--- src/rtl/serial_encode.sv ---
// Thermostat serial-link transmitter: shifts out one 192-bit frame (96-bit header + 96-bit payload)
// MSB first, one bit per serial_clock, followed by a configurable idle gap before busy drops.
module serial_encode #(
    parameter logic [31:0] PREAMBLE   = 32'hAAAA_AAAA,
    parameter logic [15:0] TYPE_1     = 16'h0001,
    parameter logic [15:0] TYPE_2     = 16'h0001,
    parameter logic [31:0] CONSTANT   = 32'h5555_5555,
    parameter int          GAP_BITS   = 8,
    parameter logic        IDLE_LEVEL = 1'b0
) (
    input  logic        serial_clock,
    input  logic        reset_n,
    input  logic        start,
    input  logic [31:0] thermostat_id,
    input  logic [15:0] room_temp,
    input  logic [15:0] set_temp,
    input  logic [7:0]  state,
    input  logic [7:0]  tail_1,
    input  logic [7:0]  tail_2,
    input  logic [7:0]  tail_3,
    output logic        serial_data,
    output logic        busy,
    output logic        done
);

    typedef enum logic [1:0] {
        ST_IDLE = 2'd0,
        ST_SEND = 2'd1,
        ST_GAP  = 2'd2
    } enc_state_t;

    localparam logic [7:0]  LAST_BIT = 8'd191;
    localparam logic [7:0]  GAP_LOAD = (GAP_BITS > 0) ? 8'(GAP_BITS - 1) : 8'd0;
    localparam logic [95:0] HEADER   = {PREAMBLE, TYPE_1, TYPE_2, CONSTANT};

    enc_state_t   state_r;
    logic [190:0] frame_r;
    logic [7:0]   cnt_r;
    logic         serial_data_r;
    logic         busy_r;
    logic         done_r;
    logic [95:0]  payload_s;
    logic [191:0] frame_load_s;

    // Assemble the frame to be latched on acceptance
    always_comb begin
        payload_s    = {thermostat_id, room_temp, set_temp, state, tail_1, tail_2, tail_3};
        frame_load_s = {HEADER, payload_s};
    end

    // Frame sequencer; bit 191 goes straight to the line, the remaining 191 bits shift out of frame_r
    always_ff @(posedge serial_clock or negedge reset_n) begin
        if (!reset_n) begin
            state_r       <= ST_IDLE;
            frame_r       <= '0;
            cnt_r         <= 8'd0;
            serial_data_r <= IDLE_LEVEL;
            busy_r        <= 1'b0;
            done_r        <= 1'b0;
        end else begin
            done_r <= 1'b0;
            case (state_r)
                ST_IDLE: begin
                    if (start) begin
                        frame_r       <= frame_load_s[190:0];
                        serial_data_r <= frame_load_s[191];
                        busy_r        <= 1'b1;
                        cnt_r         <= LAST_BIT;
                        state_r       <= ST_SEND;
                    end else begin
                        serial_data_r <= IDLE_LEVEL;
                        busy_r        <= 1'b0;
                        cnt_r         <= 8'd0;
                    end
                end
                ST_SEND: begin
                    if (cnt_r == 8'd0) begin
                        // Bit 0 has been on the line for one cycle: close the frame
                        serial_data_r <= IDLE_LEVEL;
                        done_r        <= 1'b1;
                        if (GAP_BITS == 0) begin
                            busy_r  <= 1'b0;
                            cnt_r   <= 8'd0;
                            state_r <= ST_IDLE;
                        end else begin
                            cnt_r   <= GAP_LOAD;
                            state_r <= ST_GAP;
                        end
                    end else begin
                        frame_r       <= {frame_r[189:0], 1'b0};
                        serial_data_r <= frame_r[190];
                        cnt_r         <= cnt_r - 8'd1;
                    end
                end
                ST_GAP: begin
                    serial_data_r <= IDLE_LEVEL;
                    if (cnt_r == 8'd0) begin
                        busy_r  <= 1'b0;
                        state_r <= ST_IDLE;
                    end else begin
                        cnt_r <= cnt_r - 8'd1;
                    end
                end
                default: begin
                    state_r       <= ST_IDLE;
                    cnt_r         <= 8'd0;
                    serial_data_r <= IDLE_LEVEL;
                    busy_r        <= 1'b0;
                end
            endcase
        end
    end

    assign serial_data = serial_data_r;
    assign busy        = busy_r;
    assign done        = done_r;

endmodule
--- config.mk ---
export PLATFORM = sky130hd
export DESIGN_NAME = serial_encode
export DESIGN_NICKNAME = d
export VERILOG_FILES = /design/src/rtl/serial_encode.sv
export SDC_FILE = /design/constraint.sdc
export NUM_CORES = 1
export LEC_CHECK = 0
export ABC_AREA = 0
export CAP_MARGIN = 10
export CORE_ASPECT_RATIO = 1.1
export CORE_MARGIN = 3
export CORE_UTILIZATION = 40
export DETAILED_ROUTE_END_ITERATION = 8
export PLACE_DENSITY_LB_ADDON = 0.25
export SLEW_MARGIN = 20
export SYNTH_ARGS = -nofsm -noshare
export SYNTH_HDL_FRONTEND = slang
export SYNTH_SLANG_ARGS = --single-unit
export TNS_END_PERCENT = 5
--- constraint.sdc ---
create_clock -name serial_clock -period 5.12 [get_ports serial_clock]
set_clock_uncertainty 0.15 [all_clocks]
set_input_delay 1.024 -clock serial_clock [delete_from_list [all_inputs] [get_ports serial_clock]]
set_output_delay 1.024 -clock serial_clock [all_outputs]
set_load 0.005 [all_outputs]
==> Word level (Yosys, flattened, before mapping) <==
Index checks and enable logic that the tools add are counted.
{ "classes": {"bitwise": 1, "muxes": 18, "add_sub_neg": 1, "eq_ne": 7, "reduce_logical": 6} }
{ "ops": {"columns": ["op", "n"], "rows": [
  ["2-to-1 mux 191 bit", 2],
  ["case mux 191 bit (2 select lines)", 1],
  ["2-to-1 mux 8 bit", 3],
  ["case mux 8 bit (3 select lines)", 1],
  ["inequality test 2 bit (second input constant)", 5],
  ["logical NOT 8 bit", 1],
  ["subtractor 8 x 1 -> 8 bit (second input constant)", 1],
  ["2-to-1 mux 2 bit", 3],
  ["case mux 2 bit (3 select lines)", 1],
  ["AND reduction 3 bit", 2],
  ["2-to-1 mux 1 bit", 5],
  ["case mux 1 bit (3 select lines)", 1],
  ["equality test 2 x 1 -> 1 bit (second input constant)", 1],
  ["equality test 2 bit (second input constant)", 1],
  ["logical NOT 2 bit", 1],
  ["case mux 1 bit (2 select lines)", 1],
  ["AND reduction 2 bit", 1],
  ["nonzero test 2 bit", 1],
  ["NOT 1 bit", 1]
]} }
{ "word_totals": {"word_cells": 39, "output_inout_bits": 3, "ff_bits": 204, "input_bits": 99} }

==> Depth between registers and ports, before layout <==
Gate-level depths: netlist of the first run.
{ "logic_depth": {"ltp_word": 3, "mapped_depth": 7} }

==> Worst setup path after synthesis of the first run <==
No wires, ideal clock.
{ "synth_timing": {"path_kind": "input to register", "startpoint": "input start", "endpoint": "register frame_r[100]", "cell_stages": 5, "t_arrival_ps": 1968, "setup_ps": 125, "path_buffers": 2, "setup_slack_ps": 2877, "required_ps": 4845, "cell_sequence": "o21bai_1 a31oi_1 buf_2 buf_6 mux2_4"} }
{ "synth_between": {"elab_chain_cells": 2} }
{ "synth_lines": {"columns": ["element", "line", "source"], "rows": [
  ["start: declaration", "13", "input logic start,"],
  ["inequality test 2 bit (no source line)", null, null],
  ["AND reduction 3 bit (no source line)", null, null],
  ["end signal: assignment", "65", "frame_r <= frame_load_s[190:0];"],
  ["end signal: assignment", "90", "frame_r <= {frame_r[189:0], 1'b0};"],
  ["end: declaration", "37", "logic [190:0] frame_r;"]
]} }
No other way between the ends.
A chain may end at the register's enable or synchronous reset.

==> Final worst setup path of the first run <==
{ "layout_timing": {"startpoint": "input start", "endpoint": "register frame_r[163]"} }
The elaborated chain is that of the path after synthesis.

==> metrics.yaml, run 1 <==
floorplanning:
  design.die.area_um2: 25700
  initial_core_util: 0.411
  rows: 58
  io_pins: 102
  die_h_um: 168
  die_x_um: 153
  core_area_um2: 23100
setup_path:
  r2r_end: "frame_r[163]"
  rr_startpoint: "cnt_r[0]"
  criticalPathCategory: "input port to register"
  reg2regPathDepth: 6
  crit_arrival_ns: 3.15
  endpoint: "frame_r[163]"
  cp.required_ns: 5.33
  crit_fanout: 102
  worstSetupStartpointType: "input port"
  cp-end-kind: "register"
  r2r_slack_ns: 2.36
  crit_path_start: "start"
grt:
  track_usage: 0.125
  grt_overflow: 0
  grt_max_degree: 103
  grt_pass1_vias: 5626
  antenna_found_initial: 0
  grt_pass1_wl_um: 27900
routing:
  vias_per_cell: 4.79
  drc: 0
  ant_nets: 0
  routedWlPerCell_um: 13.9
  drtIter0Drc: 382
  wl_um: 16000
  vias: 5516
  drtPass1Iterations: 5
clocking:
  ctsHoldBuffers: 0
  clock-sinks: 204
  cts_resized: 0
  tritoncts: "done"
  h-tree-depth: 1
  cts.clk_slew.worst_paths_ns: 0.06
  cts_buffers: 22
  clk_latency_ns: 0.48
  cts_root_buf: "clkbuf_16"
  cts_setup_buffers: 0
  clk_path_buf_depth: 3
synth:
  synth_area_um2: 9520
  synth_area_leader_cell: "dfrtp_1"
  synth_cells: 749
  yosys_warnings: 0
  synthTopCellsByArea: "dfrtp_1 54%, mux2_2 13%, mux2_1 13%"
  synth_fp_nets: 849
  synthArstFlopShare: 1.00
  synth_top_area_share: 0.536
  ys_ff_latch: 204
  ys_types: 42
  syn_area_per_cell_um2: 12.7
  ys.flop_type: "dfrtp_1"
  synth-edff-count: 0
  ys_seq_area_frac: 0.536
power:
  worst_ir_drop_vdd_mv: 0.355
  p_per_area_nw_per_um2: 647
  p_leak_nw: 5.61
  p_total_mw: 7.42
layout:
  syn_to_final_growth_pct: 20.3
  multi_input_area_um2: 3910
  final_cell_mix: "204 x dfrtp_1, 107 x mux2_2, 106 x mux2_1, 100 x clkdlybuf4s50_1, 97 x nand2_1"
  nNetsFinal: 938
  diodes: 0
  drive_above_1_share: 0.192
  final_common_cell: "dfrtp_1"
  num-fill-cells: 2033
  regArea_um2: 5100
sta:
  worst_slack_ns: 2.18
  slew_headroom: 0.551
  fin_crit_sh: 0.573
  setup_violations: 0
  finalHoldViolCount: 0
  worst_pin_slew_ns: 0.673
  fmax_mhz: 341
  tns_ns: 0
  slew_violations: 0
  min_period_ns: 2.94
  rsz0062_at_grt: "no"
place:
  routabilityCongestion: 0.742
  io_buffers: 101
  dp_hpwl_um: 9810
  place_ws_ns: 1.72
hold_path:
  hp-class: "register to register"
run:
  maxCapViolCount: 0
status:
  status: "completed"
-- stage by stage --
step,hold WS [ns],cells,area [µm²],util
floorplan,0.298,749,9520,-
global placement,0.311,1114,10800,0.465
detailed placement,0.318,1114,10800,0.465
CTS,0.332,1151,11500,0.495
global route,0.340,1151,11500,0.495
finish,0.329,1151,11500,0.495
-- power by group --
part / internal [mW] / switching (mW)
logic: 1.78 / 1.36
registers: 2.43 / 0.358
clock network: 0.903 / 0.589
total: 5.11 / 2.30
-- flip-flops by register name, indices dropped and copies added, names as in the netlist --
signal,count
state_r,2
frame_r,191
busy,1
serial_data,1
done,1
cnt_r,8
-- metal layers --
layer	vias to the layer above	part of all wire	track usage	wire length, µm
met5	-	0	0	0
met4	0	0.011	0.0260	179
met3	14	0.052	0.0257	841
met2	95	0.44	0.189	7040
met1	2698	0.50	0.189	7980
li1	2709	-	-	-
-- synth_stat cells (5+ instances only) --
cell,count
buf_1,8
buf_2,10
buf_6,12
clkbuf_1,14
dfrtp_1,204
inv_1,68
mux2_1,106
mux2_2,107
mux2_4,10
mux2i_1,62
nand2_1,97
nor2_1,5
-- critical path: stages --
cell and delay (ns):
clkdlybuf4s50_1 0.54, o21bai_1 0.14, a31oi_4 0.41, buf_12 0.48, mux2_2 0.40
-- cell families (layout without fill, tap and decap cells) --
group                    after synthesis  in the layout  share of synthesized area
adder cells (fa/ha/maj)                1              1                    0.00131
flip-flops                           204            204                      0.536
AO/OA/AOI/OAI                         22             22                     0.0162
XOR/XNOR                               3              3                    0.00276
buffers and inverters                113            215                     0.0557
AND/OR/NAND/NOR                      121            121                     0.0553
multiplexers                         285            285                      0.333
-- worst min-delay path by stage --
stage	startpoint	cells past startpoint	slack, ns	endpoint
after floorplan	frame_r[95]	1	0.30	frame_r[95]
after global placement	frame_r[15]	1	0.31	frame_r[15]
after detailed placement	frame_r[52]	1	0.32	frame_r[52]
after CTS	frame_r[52]	1	0.33	frame_r[52]
after global routing	frame_r[51]	1	0.34	frame_r[51]
final	frame_r[38]	1	0.33	frame_r[38]
-- cell type report --
class | instances | area share
clock buffers | 35 | 0.0594
multi-input cells | 432 | 0.341
well taps | 300 | 0.0328
flip-flops and latches | 204 | 0.446
inverters | 68 | 0.0223
clock inverters | 2 | 0.000874
repair buffers | 110 | 0.0977
(Power assumes the default switching activity.)
==> inputs of run 2 (changes only) <==
clock period = 2.7 ns   (was 5.12 ns; I/O delays follow)
==> run 2 against run 1 <==
Net effect: global-route usage rose by 0.69 points; cell count rose by 2.3%; core utilization rose by 1.9 points; cell area rose by 3.8%; setup slack got worse by 1.9 ns; largest cell class unchanged; total power rose by 100%; flip-flop and latch count did not move; sequential share of layout area fell by 1.6 points; sequential power rose by 88%; non-clock buffer count rose by 22; wire length rose by 4.1%.
==> metrics.yaml, run 2 (synthesis gave the netlist of run 1 again) <==
status:
  status: "completed"  # unchanged
floorplanning:
  design.die.area_um2: 25700  # unchanged
  core_area_um2: 23100  # unchanged
  die_h_um: 168  # unchanged
  initial_core_util: 0.411  # unchanged
  io_pins: 102  # unchanged
  rows: 58  # unchanged
  die_x_um: 153  # unchanged
sta:
  finalHoldViolCount: 0  # unchanged
  worst_pin_slew_ns: 0.516  # was 0.673 ns
  slew_violations: 0  # unchanged
  fmax_mhz: 420
  rsz0062_at_grt: "no"  # unchanged
  fin_crit_sh: 0.883
  tns_ns: 0  # unchanged
  worst_slack_ns: 0.317  # was 2.18 ns
  slew_headroom: 0.656  # was 0.551
  min_period_ns: 2.38
  setup_violations: 0  # unchanged
power:
  worst_ir_drop_vdd_mv: 0.713  # was 0.355 mV
  power_frac_clock: 0.220  # was 0.201
  share_comb_of_total_power: 0.430  # was 0.423
  pwr-share-seq: 0.350  # was 0.376
  p_sw_mw: 4.58  # was 2.30 mW
  p_per_area_nw_per_um2: 1260  # was 647 nW/µm²
  p_int_mw: 10.4  # was 5.11 mW
  p_leak_nw: 5.84  # was 5.61 nW
  switching_share: 0.306  # was 0.311
routing:
  vias_per_cell: 4.80  # was 4.79
  drtIter0Drc: 296  # was 382
  vias: 5645  # was 5516
  ant_nets: 0  # unchanged
  routedWlPerCell_um: 14.2  # was 13.9 µm
  drc: 0  # unchanged
  wl_um: 16700  # was 16000 µm
  drtPass1Iterations: 6  # was 5
layout:
  syn_to_final_growth_pct: 24.9  # was 20.3%
  top_register: "frame_r"  # unchanged
  largest_reg_flops: 191  # unchanged
  final_common_cell: "dfrtp_1"  # unchanged
  multi_input_area_um2: 3910  # unchanged
  largestRegisters: "frame_r: 191 flops, cnt_r: 8 flops, state_r: 2 flops"  # unchanged
  drive_above_1_share: 0.221  # was 0.192
  num-fill-cells: 2018  # was 2033
  regArea_um2: 5100  # unchanged
  final_cell_mix: "204 x dfrtp_1, 107 x mux2_2, 106 x mux2_1, 100 x clkdlybuf4s50_1, 97 x nand2_1"  # unchanged
  nNetsFinal: 962  # was 938
  diodes: 0  # unchanged
clocking:
  cts_resized: 0  # unchanged
  h-tree-depth: 1  # unchanged
  cts.clk_slew.worst_paths_ns: 0.06  # about the same
  cts_root_buf: "clkbuf_16"  # unchanged
  clock-sinks: 204  # unchanged
  cts_setup_buffers: 0  # unchanged
  cts_buffers: 24  # was 22
  clk_latency_ns: 0.49  # was 0.48 ns
  clk_path_buf_depth: 3  # unchanged
  tritoncts: "done"  # unchanged
run:
  maxCapViolCount: 0  # unchanged
place:
  dp_hpwl_um: 10900  # was 9810 µm
  io_buffers: 101  # unchanged
  place_ws_ns: 0.182  # was 1.72 ns
  routabilityCongestion: 0.761  # was 0.742
setup_path:
  crit_buf_inv: 3  # was 2
  crit_chain: "inv_1 > ha_1 > nor3b_2 > a31oi_4 > buf_12 > buf_4 > mux2_1"  # was clkdlybuf4s50_1 > o21bai_1 > a31oi_4 > buf_12 > mux2_2
  max_stage_delay_ns: 0.44  # was 0.54 ns
  crit_arrival_ns: 2.61  # was 3.15 ns
  cp_top_family: "buffers and inverters"  # unchanged
  cp.required_ns: 2.92  # was 5.33 ns
  crit_fanout: 13  # was 102
  slowest_stage: "dfrtp_1"  # was clkdlybuf4s50_1
  cp-end-kind: "register"  # unchanged
  criticalPathCategory: "register to register"  # was input port to register
  worstSetupStartpointType: "register"  # was input port
grt:
  grt_max_degree: 61  # was 103
  grt_overflow: 0  # unchanged
  grt_pass1_wl_um: 29100  # was 27900 µm
  antenna_found_initial: 0  # unchanged
  track_usage: 0.132  # was 0.125
  grt_pass1_vias: 5824  # was 5626
hold_path:
  hp-class: "register to register"  # unchanged
==> run 2: cell count changes in the layout (fill, tap and decap cells not counted), sizes merged <==
cell	before	now
clkbuf	36	34
clkinvlp	0	1
bufinv	0	2
buf	9	30
inv	68	69
dlygate4sd3	0	1
clkinv	2	4
==> run 2: metal layers <==
layer,part of all wire,vias to the layer above,track usage
met5,0,-,0
met4,0.016,0,0.0318
met3,0.044,24,0.0229
met2,0.44,92,0.200
met1,0.50,2768,0.198
li1,-,2761,-
==> run 2: final cells by class <==
class | count | share of cell area
Multi-Input combinational cell | 432 | 0.329
Timing Repair Buffer | 132 | 0.119
Sequential cell | 204 | 0.429
Clock inverter | 8 | 0.00810
Tap cell | 300 | 0.0316
Clock buffer | 33 | 0.0619
Inverter | 68 | 0.0215
==> run 2: per-stage QoR <==
stage	instance area [µm²]	utilization	hold slack [ns]	instances	total power, mW
after floorplan	9520	-	0.0944	749	10.3
after global placement	11000	0.477	0.312	1135	11.7
after detailed placement	11000	0.477	0.318	1135	11.9
after CTS	11900	0.514	0.333	1177	15.3
after global routing	11900	0.514	0.344	1177	16.2
final	11900	0.514	0.327	1177	15.0
==> run 2: worst paths after layout <==
check	from	end	slack, ns	cells past startpoint
hold reg to reg	frame_r[94]	frame_r[94]	0.33	1
setup / recovery	cnt_r[0]	frame_r[89]	0.32	7
min in group asynchronous	reset_n	frame_r[23]	0.45	2
hold / removal	frame_r[94]	frame_r[94]	0.33	1
setup reg to reg	cnt_r[0]	frame_r[89]	0.32	7
max in group asynchronous	reset_n	frame_r[127]	1.26	3
==> run 2: power by group through the flow <==
| stage | clock network, mW | registers (mW) | logic, mW |
|---|---|---|---|
| floorplan | 0 | 5.11 | 5.22 |
| finish | 3.30 | 5.25 | 6.44 |
| CTS | 3.41 | 5.26 | 6.60 |
| global placement | 0 | 5.28 | 6.41 |
| global route | 3.55 | 5.45 | 7.24 |
| detailed placement | 0 | 5.30 | 6.56 |
==> run 2: worst reg2reg max path, cell delays in order, from the launching register on <==
cell and delay, ns:
dfrtp_1 0.44, inv_1 0.10, ha_1 0.30, nor3b_2 0.42
a31oi_4 0.15, buf_12 0.18, buf_4 0.21, mux2_1 0.32
==> run 2: repair_timing <==
item | 4_1_cts | 5_1_grt
hold buffers | 1 | 0
endpoints found under the hold margin | 57 | 0
setup endpoints to repair | 0 | 0
